<file path="src/rtl/ctrl_poly_fsm_pkg.sv">
// ----------------------------------------------------------------------------
// ctrl_poly_fsm_pkg
//   Shared definitions for the polyphase upsampler controller and the
//   datapath decoders that interpret its ostate output.
//   Contents:
//     CTRL_STATE_W         width of the state encoding (4)
//     CTRL_S_IDLE..PC_INC  fixed numeric state encodings seen on ostate
//     ctrl_state_e         FSM state enum built on those encodings
//     pc_src_e             which state led into PC_INC (selects counter update)
//     idx_w()              index width for a loop count ($clog2, minimum 1)
// ----------------------------------------------------------------------------
package ctrl_poly_fsm_pkg;

  localparam int CTRL_STATE_W = 4;

  // Numeric encodings are part of the datapath contract; do not reorder.
  localparam logic [CTRL_STATE_W-1:0] CTRL_S_IDLE      = 4'd0;
  localparam logic [CTRL_STATE_W-1:0] CTRL_S_ALLOC     = 4'd1;
  localparam logic [CTRL_STATE_W-1:0] CTRL_S_LOAD_INIT = 4'd2;
  localparam logic [CTRL_STATE_W-1:0] CTRL_S_CONV      = 4'd3;
  localparam logic [CTRL_STATE_W-1:0] CTRL_S_LOAD_RES  = 4'd4;
  localparam logic [CTRL_STATE_W-1:0] CTRL_S_LOAD_ERR  = 4'd5;
  localparam logic [CTRL_STATE_W-1:0] CTRL_S_LOAD_OUT  = 4'd6;
  localparam logic [CTRL_STATE_W-1:0] CTRL_S_LOAD_IN   = 4'd7;
  localparam logic [CTRL_STATE_W-1:0] CTRL_S_PC_INC    = 4'd8;

  typedef enum logic [CTRL_STATE_W-1:0] {
    S_IDLE      = CTRL_S_IDLE,
    S_ALLOC     = CTRL_S_ALLOC,
    S_LOAD_INIT = CTRL_S_LOAD_INIT,
    S_CONV      = CTRL_S_CONV,
    S_LOAD_RES  = CTRL_S_LOAD_RES,
    S_LOAD_ERR  = CTRL_S_LOAD_ERR,
    S_LOAD_OUT  = CTRL_S_LOAD_OUT,
    S_LOAD_IN   = CTRL_S_LOAD_IN,
    S_PC_INC    = CTRL_S_PC_INC
  } ctrl_state_e;

  // PC_INC performs a different index update depending on where it came from.
  typedef enum logic [1:0] {
    SRC_NONE = 2'd0,
    SRC_ERR  = 2'd1,
    SRC_OUT  = 2'd2,
    SRC_IN   = 2'd3
  } pc_src_e;

  // Index width for a loop of 'count' iterations; a count of 1 still gets
  // a 1-bit index so ports never collapse to zero width.
  function automatic int idx_w(input int count);
    return (count > 1) ? $clog2(count) : 1;
  endfunction

endpackage

</file>
<file path="src/rtl/ctrl_loop_cnt.sv">
// ----------------------------------------------------------------------------
// ctrl_loop_cnt
//   Loop index counter used for the tap, stage and vector loops.
//   Parameters:
//     COUNT  number of iterations (>=1); idx runs 0..COUNT-1
//     W      index width
//   Ports:
//     clk    clock
//     rst    asynchronous active-low reset (idx -> 0)
//     en     clock enable; idx holds when 0
//     clr    synchronous clear to 0 (wins over inc)
//     inc    advance by one; wraps to 0 after COUNT-1
//     idx    current index
//     last   idx == COUNT-1 (constant 1 when COUNT == 1)
// ----------------------------------------------------------------------------
module ctrl_loop_cnt
  import ctrl_poly_fsm_pkg::*;
#(
  parameter int COUNT = 2,
  parameter int W     = idx_w(COUNT)
) (
  input  logic         clk,
  input  logic         rst,
  input  logic         en,
  input  logic         clr,
  input  logic         inc,
  output logic [W-1:0] idx,
  output logic         last
);

  assign last = (idx == W'(COUNT - 1));

  always_ff @(posedge clk or negedge rst) begin
    if (!rst) begin
      idx <= '0;
    end else if (en) begin
      if (clr) begin
        idx <= '0;
      end else if (inc) begin
        // The controller never increments past the last index, but wrap
        // keeps the counter inside 0..COUNT-1 regardless.
        idx <= last ? '0 : idx + W'(1);
      end
    end
  end

endmodule

</file>
<file path="src/rtl/ctrl_poly_fsm.sv">
// ----------------------------------------------------------------------------
// ctrl_poly_fsm
//   Polyphase upsampler sequencer. For every input sample it runs NUM_VECTORS
//   output vectors, each through NUM_STAGES cascaded stages, each stage a
//   NUM_TAPS-cycle convolution. The MAC/regfile/RAM datapath decodes ostate
//   and the loop indices.
//
//   Optional build macro: CTRL_STALL_CNT_EN
//     defined   : stall_cnt counts enabled handshake-stall cycles (saturating)
//     undefined : stall_cnt is tied to 0
//
//   Parameters: NUM_STAGES, NUM_VECTORS, NUM_TAPS (each >=1)
//   Ports:
//     clk, rst     clock, asynchronous active-low reset
//     en           clock enable for all state and counters
//     flush        synchronous abort to IDLE (only when en=1)
//     in_valid     audio bus sample valid
//     in_ready     controller accepts a sample (LOAD_IN)
//     out_valid    output sample valid (LOAD_OUT)
//     out_ready    downstream accepts output sample
//     ostate       4-bit state encoding (also the FSM debug view)
//     stage_idx    current stage
//     vec_idx      current vector
//     tap_idx      current tap, meaningful in CONV
//     busy         state != IDLE
//     frame_done   one-cycle pulse on an accepted input sample
//     stall_cnt    handshake stall counter
// ----------------------------------------------------------------------------
module ctrl_poly_fsm
  import ctrl_poly_fsm_pkg::*;
#(
  parameter  int NUM_STAGES  = 4,
  parameter  int NUM_VECTORS = 2,
  parameter  int NUM_TAPS    = 16,
  localparam int SW          = idx_w(NUM_STAGES),
  localparam int VW          = idx_w(NUM_VECTORS),
  localparam int TW          = idx_w(NUM_TAPS)
) (
  input  logic                    clk,
  input  logic                    rst,
  input  logic                    en,
  input  logic                    flush,
  input  logic                    in_valid,
  output logic                    in_ready,
  output logic                    out_valid,
  input  logic                    out_ready,
  output logic [CTRL_STATE_W-1:0] ostate,
  output logic [SW-1:0]           stage_idx,
  output logic [VW-1:0]           vec_idx,
  output logic [TW-1:0]           tap_idx,
  output logic                    busy,
  output logic                    frame_done,
  output logic [15:0]             stall_cnt
);

  ctrl_state_e state, state_nxt;
  pc_src_e     src, src_nxt;

  logic tap_clr, tap_inc, tap_last;
  logic stg_clr, stg_inc, stg_last;
  logic vec_clr, vec_inc, vec_last;
  logic out_xfer, in_xfer;

  // Handshakes: in_ready and out_valid are pure state decodes (no path from
  // in_valid/out_ready). A transfer happens on a clk edge where valid, ready
  // and en are all high; a same-cycle flush cancels the transfer.
  assign out_valid = (state == S_LOAD_OUT);
  assign in_ready  = (state == S_LOAD_IN);
  assign out_xfer  = out_valid & out_ready & en & ~flush;
  assign in_xfer   = in_ready & in_valid & en & ~flush;

  assign frame_done = in_xfer;
  assign busy       = (state != S_IDLE);
  assign ostate     = state;

  // --------------------------------------------------------------------------
  // Loop counters
  // --------------------------------------------------------------------------
  ctrl_loop_cnt #(.COUNT(NUM_TAPS), .W(TW)) u_tap_cnt (
    .clk  (clk),
    .rst  (rst),
    .en   (en),
    .clr  (tap_clr),
    .inc  (tap_inc),
    .idx  (tap_idx),
    .last (tap_last)
  );

  ctrl_loop_cnt #(.COUNT(NUM_STAGES), .W(SW)) u_stage_cnt (
    .clk  (clk),
    .rst  (rst),
    .en   (en),
    .clr  (stg_clr),
    .inc  (stg_inc),
    .idx  (stage_idx),
    .last (stg_last)
  );

  ctrl_loop_cnt #(.COUNT(NUM_VECTORS), .W(VW)) u_vec_cnt (
    .clk  (clk),
    .rst  (rst),
    .en   (en),
    .clr  (vec_clr),
    .inc  (vec_inc),
    .idx  (vec_idx),
    .last (vec_last)
  );

  // --------------------------------------------------------------------------
  // FSM state register
  // --------------------------------------------------------------------------
  always_ff @(posedge clk or negedge rst) begin
    if (!rst) begin
      state <= S_IDLE;
      src   <= SRC_NONE;
    end else if (en) begin
      state <= state_nxt;
      src   <= src_nxt;
    end
  end

  // --------------------------------------------------------------------------
  // Next state and counter controls
  // --------------------------------------------------------------------------
  always_comb begin
    state_nxt = state;
    src_nxt   = src;
    tap_clr   = 1'b0;
    tap_inc   = 1'b0;
    stg_clr   = 1'b0;
    stg_inc   = 1'b0;
    vec_clr   = 1'b0;
    vec_inc   = 1'b0;

    case (state)
      S_IDLE:      state_nxt = S_ALLOC;
      S_ALLOC:     state_nxt = S_LOAD_INIT;
      S_LOAD_INIT: begin
        state_nxt = S_CONV;
        tap_clr   = 1'b1;
      end
      S_CONV: begin
        // Tap index holds at NUM_TAPS-1 on exit; LOAD_INIT re-zeroes it.
        if (tap_last) state_nxt = S_LOAD_RES;
        else          tap_inc   = 1'b1;
      end
      S_LOAD_RES:  state_nxt = S_LOAD_ERR;
      S_LOAD_ERR: begin
        if (!stg_last) begin
          state_nxt = S_PC_INC;
          src_nxt   = SRC_ERR;
        end else begin
          state_nxt = S_LOAD_OUT;
        end
      end
      S_LOAD_OUT: begin
        if (out_xfer) begin
          if (!vec_last) begin
            state_nxt = S_PC_INC;
            src_nxt   = SRC_OUT;
          end else begin
            state_nxt = S_LOAD_IN;
          end
        end
      end
      S_LOAD_IN: begin
        if (in_xfer) begin
          state_nxt = S_PC_INC;
          src_nxt   = SRC_IN;
        end
      end
      S_PC_INC: begin
        state_nxt = S_ALLOC;
        src_nxt   = SRC_NONE;
        case (src)
          SRC_ERR: stg_inc = 1'b1;
          SRC_OUT: begin
            stg_clr = 1'b1;
            vec_inc = 1'b1;
          end
          SRC_IN: begin
            stg_clr = 1'b1;
            vec_clr = 1'b1;
          end
          default: ;
        endcase
      end
      default:     state_nxt = S_IDLE;
    endcase

    // Flush overrides everything decided above, including handshakes.
    if (flush) begin
      state_nxt = S_IDLE;
      src_nxt   = SRC_NONE;
      tap_clr   = 1'b1;
      tap_inc   = 1'b0;
      stg_clr   = 1'b1;
      stg_inc   = 1'b0;
      vec_clr   = 1'b1;
      vec_inc   = 1'b0;
    end
  end

  // --------------------------------------------------------------------------
  // Handshake stall counter
  // --------------------------------------------------------------------------
`ifdef CTRL_STALL_CNT_EN
  logic [15:0] stall_q;
  logic        stall_cond;

  assign stall_cond = (out_valid & ~out_ready) | (in_ready & ~in_valid);

  always_ff @(posedge clk or negedge rst) begin
    if (!rst) begin
      stall_q <= '0;
    end else if (en) begin
      if (flush) begin
        stall_q <= '0;
      end else if (stall_cond && (stall_q != 16'hFFFF)) begin
        stall_q <= stall_q + 16'd1;
      end
    end
  end

  assign stall_cnt = stall_q;
`else
  assign stall_cnt = '0;
`endif

endmodule

</file>
<file path="config.mk">
export PLATFORM = sky130hd
export DESIGN_NAME = ctrl_poly_fsm
export DESIGN_NICKNAME = d
export VERILOG_FILES = /design/src/rtl/ctrl_poly_fsm_pkg.sv /design/src/rtl/ctrl_loop_cnt.sv /design/src/rtl/ctrl_poly_fsm.sv
export SDC_FILE = /design/constraint.sdc
export NUM_CORES = 1
export LEC_CHECK = 0
export BUFFER_PORTS_ARGS = -buffer_cell sky130_fd_sc_hd__buf_2
export CORE_UTILIZATION = 49
export DETAILED_ROUTE_END_ITERATION = 8
export GPL_ROUTABILITY_DRIVEN = 0
export PLACE_DENSITY = 0.79
export SYNTH_ARGS = -nofsm -noshare
export SYNTH_HDL_FRONTEND = slang
export SYNTH_SLANG_ARGS = --single-unit
</file>
<file path="constraint.sdc">
create_clock -name clk -period 1.91 [get_ports clk]
set_clock_uncertainty 0.15 [all_clocks]
set_input_delay 0.382 -clock clk [delete_from_list [all_inputs] [get_ports clk]]
set_output_delay 0.382 -clock clk [all_outputs]
set_load 0.005 [all_outputs]
</file>
# Word level (Yosys, flattened, before mapping)
# Index checks and enable logic that the tools add are counted.
# word_totals
regBits,13
wordCells,85
output_inout_bits,31
inputBits,6
# classes
n_addsub,3
muxes,39
bitwise_logic,7
reduce_logical,13
n_eq_ne,18
# ops
operator,count
4-bit 2-to-1 mux,9
4-bit one-hot mux with 8 select lines,1
1-bit 2-to-1 mux,20
"4-bit by 3-bit == test with 1-bit output, second input constant",4
2-bit 2-to-1 mux,8
"3-bit by 2-bit inequality test with 1-bit output, second input constant",3
"4-bit by 2-bit == test with 1-bit output, second input constant",2
"4-bit == test, second input constant",2
2-bit one-hot mux with 4 select lines,1
1-bit AND,6
"2-bit == test, second input constant",3
"3-bit inequality test, second input constant",2
2-bit AND reduction,3
6-bit AND reduction,1
2-bit nonzero test,3
5-bit nonzero test,1
"4-bit by 1-bit adder with 4-bit output, second input constant",1
"4-bit by 1-bit == test with 1-bit output, second input constant",1
4-bit logical NOT,1
4-bit AND reduction,1
4-bit nonzero test,1
2-bit OR reduction,2
"2-bit by 1-bit adder with 2-bit output, second input constant",1
"2-bit by 1-bit == test with 1-bit output, second input constant",1
2 further kinds,2

# Logic depth before layout (Yosys ltp)
# logic_depth
depth_word,7
ltp_mapped,5
mapped_depth_nobuf,5

# Modules after synthesis
# Synthesis repeated with hierarchy kept, for this count alone.
# unflattened
cells_unflattened,114
hier_area_um2,1062.3
# modules_own_cells
mod,cells_per_inst,n_inst,seq_area_each_um2,area_each_um2
ctrl_poly_fsm,77,1,150.1,651.9
ctrl_loop_cnt at u_tap_cnt,20,1,100.1,224.0
ctrl_loop_cnt at u_stage_cnt,11,1,50.0,125.1
ctrl_loop_cnt at u_vec_cnt,6,1,25.0,61.3

# Least setup slack after synthesis
# OpenSTA, ideal clock, no wires.
# synth_timing
path_type,reg2reg
start,register state[0] (netlist: ostate[0])
end,register src[0]
required_time_ps,1636
setup_ps,124
stages_incl_launch_ff,5
path_slack_ps,293
t_arrival_ps,1343
path_cell_list,dfrtp_1 -> mux2_4 -> o21ai_4 -> nor3_1 -> a211o_1
# synth_between
elab_chain_len,6
# synth_rtl
item,line_no,rtl
"start, declared",ctrl_poly_fsm.sv:56,"ctrl_state_e state, state_nxt;"
"start signal, assigned",ctrl_poly_fsm.sv:117,state <= state_nxt;
"4-bit by 3-bit == test with 1-bit output, on equally long branches","ctrl_poly_fsm.sv:67, ctrl_poly_fsm.sv:135, ctrl_poly_fsm.sv:68",
"1-bit AND, on equally long branches (3 in a row)","ctrl_poly_fsm.sv:69, ctrl_poly_fsm.sv:70",
3-bit by 2-bit inequality test with 1-bit output (no line),-,
6-bit AND reduction (no line),-,
"end signal, assigned",ctrl_poly_fsm.sv:118,src <= src_nxt;
"end, declared",ctrl_poly_fsm.sv:57,"pc_src_e src, src_nxt;"
# Several ways; a longest one is shown, not always the timed one.
# A chain may end at the register's enable or synchronous reset.

# Worst setup path in the final report
# layout_timing
start,register state[0] (netlist: ostate[0])
end,output out_valid
# layout_between
elab_chain_len,1
# layout_rtl
item,line_no,rtl
4-bit by 3-bit == test with 1-bit output,ctrl_poly_fsm.sv:67,assign out_valid = (state == S_LOAD_OUT);
"end, declared",ctrl_poly_fsm.sv:45,"output logic out_valid,"
# Every way passes these cells.

==> flow_metrics.tcl <==
set metrics [dict create \
    post-route-min-period_ns 1.85 \
    ys_seq_elements 13 \
    vias 875 \
    synth.distinct_cells 44 \
    n_antenna_cell 0 \
    rsz0062_at_grt "false" \
    fillers 188 \
    place_area_um2 1090 \
    reg2reg_from "ostate[0]" \
    synthCells 118 \
    ios 37 \
    avgSynthCellArea_um2 8.86 \
    finalSetupViolCount 0 \
    drt-total-wl_um 2210 \
    cts_tree "built" \
    final_cell_mix "buf_2, conb_1, nand2_1" \
    cp-end-kind "output port" \
    post_drt_wl_per_cell_um 13.5 \
    area_growth_pct 8.49 \
    final_hold_viol_count 0 \
    cts_buffers 3 \
    ys_seq_area_share_pct 31.1 \
    crit_path_max_fanout 10 \
    clock_latency_ns 0.28 \
    root_buffer "clkbuf_4" \
    fp.dieH_um 48.2 \
    syn_area_um2 1050 \
    port_buffers 20 \
    power_density_nw_per_um2 622 \
    fin_crit_sh_pct 96.6 \
    grt_max_degree 18 \
    vias_per_cell 5.34 \
    postLayoutCellArea_um2 1130 \
    initial_core_util_pct 52.8 \
    antenna_found_initial 0 \
    rows 16 \
    maxCapViolCount 0 \
    status "finished clean" \
    drt_iter0_markers 18 \
    clockBufferDepth 2 \
    die-area_um2 2320 \
    grt_pass1_vias 758 \
    yosysWarnings 0 \
    cts-htree-levels 1 \
    path_class "reg2out" \
    overflow 0 \
    ys.flop_type "dfrtp_1" \
    antenna_left 0 \
    worstHoldStart "flush" \
    critPathRequiredTime_ns 1.38 \
    grt_pass1_wl_um 3340 \
    core_area_um2 1980 \
    die_x_um 48.2 \
    nets 146 \
    fin_setup_tns_ns 0 \
    leakage_nw 0.536 \
    synthArstFlopShare_pct 100 \
    worstHoldPathType "in2reg" \
    drt-pass1-iter-count 4 \
    synth_edf_count 0 \
    worst_r2r_path_depth 4 \
    cts_sinks 13 \
    drive_gt1_share_pct 28.5 \
    maxSlewViolCount 0 \
    whs_path_depth 2 \
    worstPathArrival_ns 1.31 \
    grt.total_usage_pct 21.0 \
    hpwl_um 1570 \
    final_common_cell "buf_2" \
    path_clk_slew_ns 0.09 \
    fmax_mhz 542 \
    vdd_drop_max_mv 0.419 \
    start_kind "flop" \
    cp-startpoint "ostate[0]" \
    drc 0 \
]
-- repair_timing --
item / in CTS / in global routing
hold buffers: 1 / 0
setup buffers: 0 / 0
resized for setup: 2 / 4
endpoints found under the setup margin: 2 / 4
endpoints found under the hold margin: 13 / 0
pin swaps: 0 / 0
-- flip-flops by register name, summed over array words and instances, names as in the netlist --
| name | cells |
|---|---|
| ostate | 4 |
| src | 2 |
| u_vec_cnt.idx | 1 |
| u_tap_cnt.idx | 4 |
| u_stage_cnt.idx | 2 |
-- worst max-delay path, stage by stage (launching register included) --
cell and delay (ns):
dfrtp_2 0.50, and2b_2 0.27, nor2b_1 0.14, buf_2 0.12
-- layer usage --
metal  wire length, um  track usage (%)  share of wire [%]  up-vias
met5                 0                0                  0        -
met4                14             6.11               0.63        0
met3               117             6.30                5.3        2
met2              1070             35.7                 48       33
met1              1010             25.5                 46      405
li1                  -                -                  -      435
-- power by group --
part | internal, mW | leakage [nW] | total [mW] | switching, mW
logic | 0.0847 | 0.350 | 0.180 | 0.0951
clock network | 0.0810 | 0.0150 | 0.179 | 0.0984
registers | 0.299 | 0.171 | 0.347 | 0.0479
total | 0.465 | 0.536 | 0.706 | 0.241
-- synthesized netlist by cell type (2+ instances only) --
cell type | number | share of area [%]
dfrtp_1 | 13 | 31
nor2_1 | 9 | 3.2
o31ai_1 | 3 | 2.2
and2b_1 | 2 | 1.4
o21a_1 | 2 | 1.4
o21ai_0 | 4 | 1.9
a21oi_1 | 7 | 3.3
nand4bb_1 | 2 | 2.2
o22ai_1 | 3 | 1.8
nand2_1 | 13 | 4.7
a22o_1 | 2 | 1.7
buf_4 | 17 | 12
a31oi_1 | 2 | 1.2
ha_1 | 2 | 2.4
nand2b_1 | 2 | 1.2
buf_2 | 3 | 1.4
nand4b_1 | 3 | 2.5
inv_1 | 3 | 1.1
-- path summary, 6_finish.rpt --
check                                     endpoint  slack (ns)
min in group asynchronous                   src[0]        0.36
max in group asynchronous                ostate[1]        0.99
worst max register to register  u_stage_cnt.idx[1]        0.23
worst min register to register  u_stage_cnt.idx[1]        0.40
worst max-delay path                     out_valid        0.06
worst min-delay path                 u_vec_cnt.idx        0.31
-- cell type report --
type / instances / area (um2) / area share (%)
multi-input combinational: 94 / 608 / 53.6
sequential: 13 / 330 / 29.1
timing repair buffer: 23 / 125 / 11.0
tap: 27 / 33.8 / 2.98
clock buffer: 4 / 26.3 / 2.32
inverter: 3 / 11.3 / 0.992
-- cell families after synthesis --
family,synth area share [%]
and+or+nand+nor,24.6
AOI/OAI and AO/OA,23.6
buffers and inverters,16.5
DFF,31.1
adders and majority gates,2.39
muxes,1.43
other,0.359
-- metrics by stage --
| step | setup slack (ns) | std cells | power [mW] | utilization, % | hold WS, ns |
|---|---|---|---|---|---|
| 3_3_place_gp | 0.210 | 159 | 0.521 | 55.0 | 0.138 |
| 6_report | 0.0640 | 164 | 0.706 | 57.3 | 0.313 |
| 3_5_place_dp | 0.201 | 159 | 0.525 | 55.0 | 0.143 |
| 5_1_grt | 0.0217 | 164 | 0.756 | 57.3 | 0.326 |
| 2_1_floorplan | 0.293 | 133 | 0.499 | - | -0.0636 |
| 4_1_cts | 0.0207 | 164 | 0.706 | 56.9 | 0.305 |
Note: power is estimated with default switching activity, not from simulation.
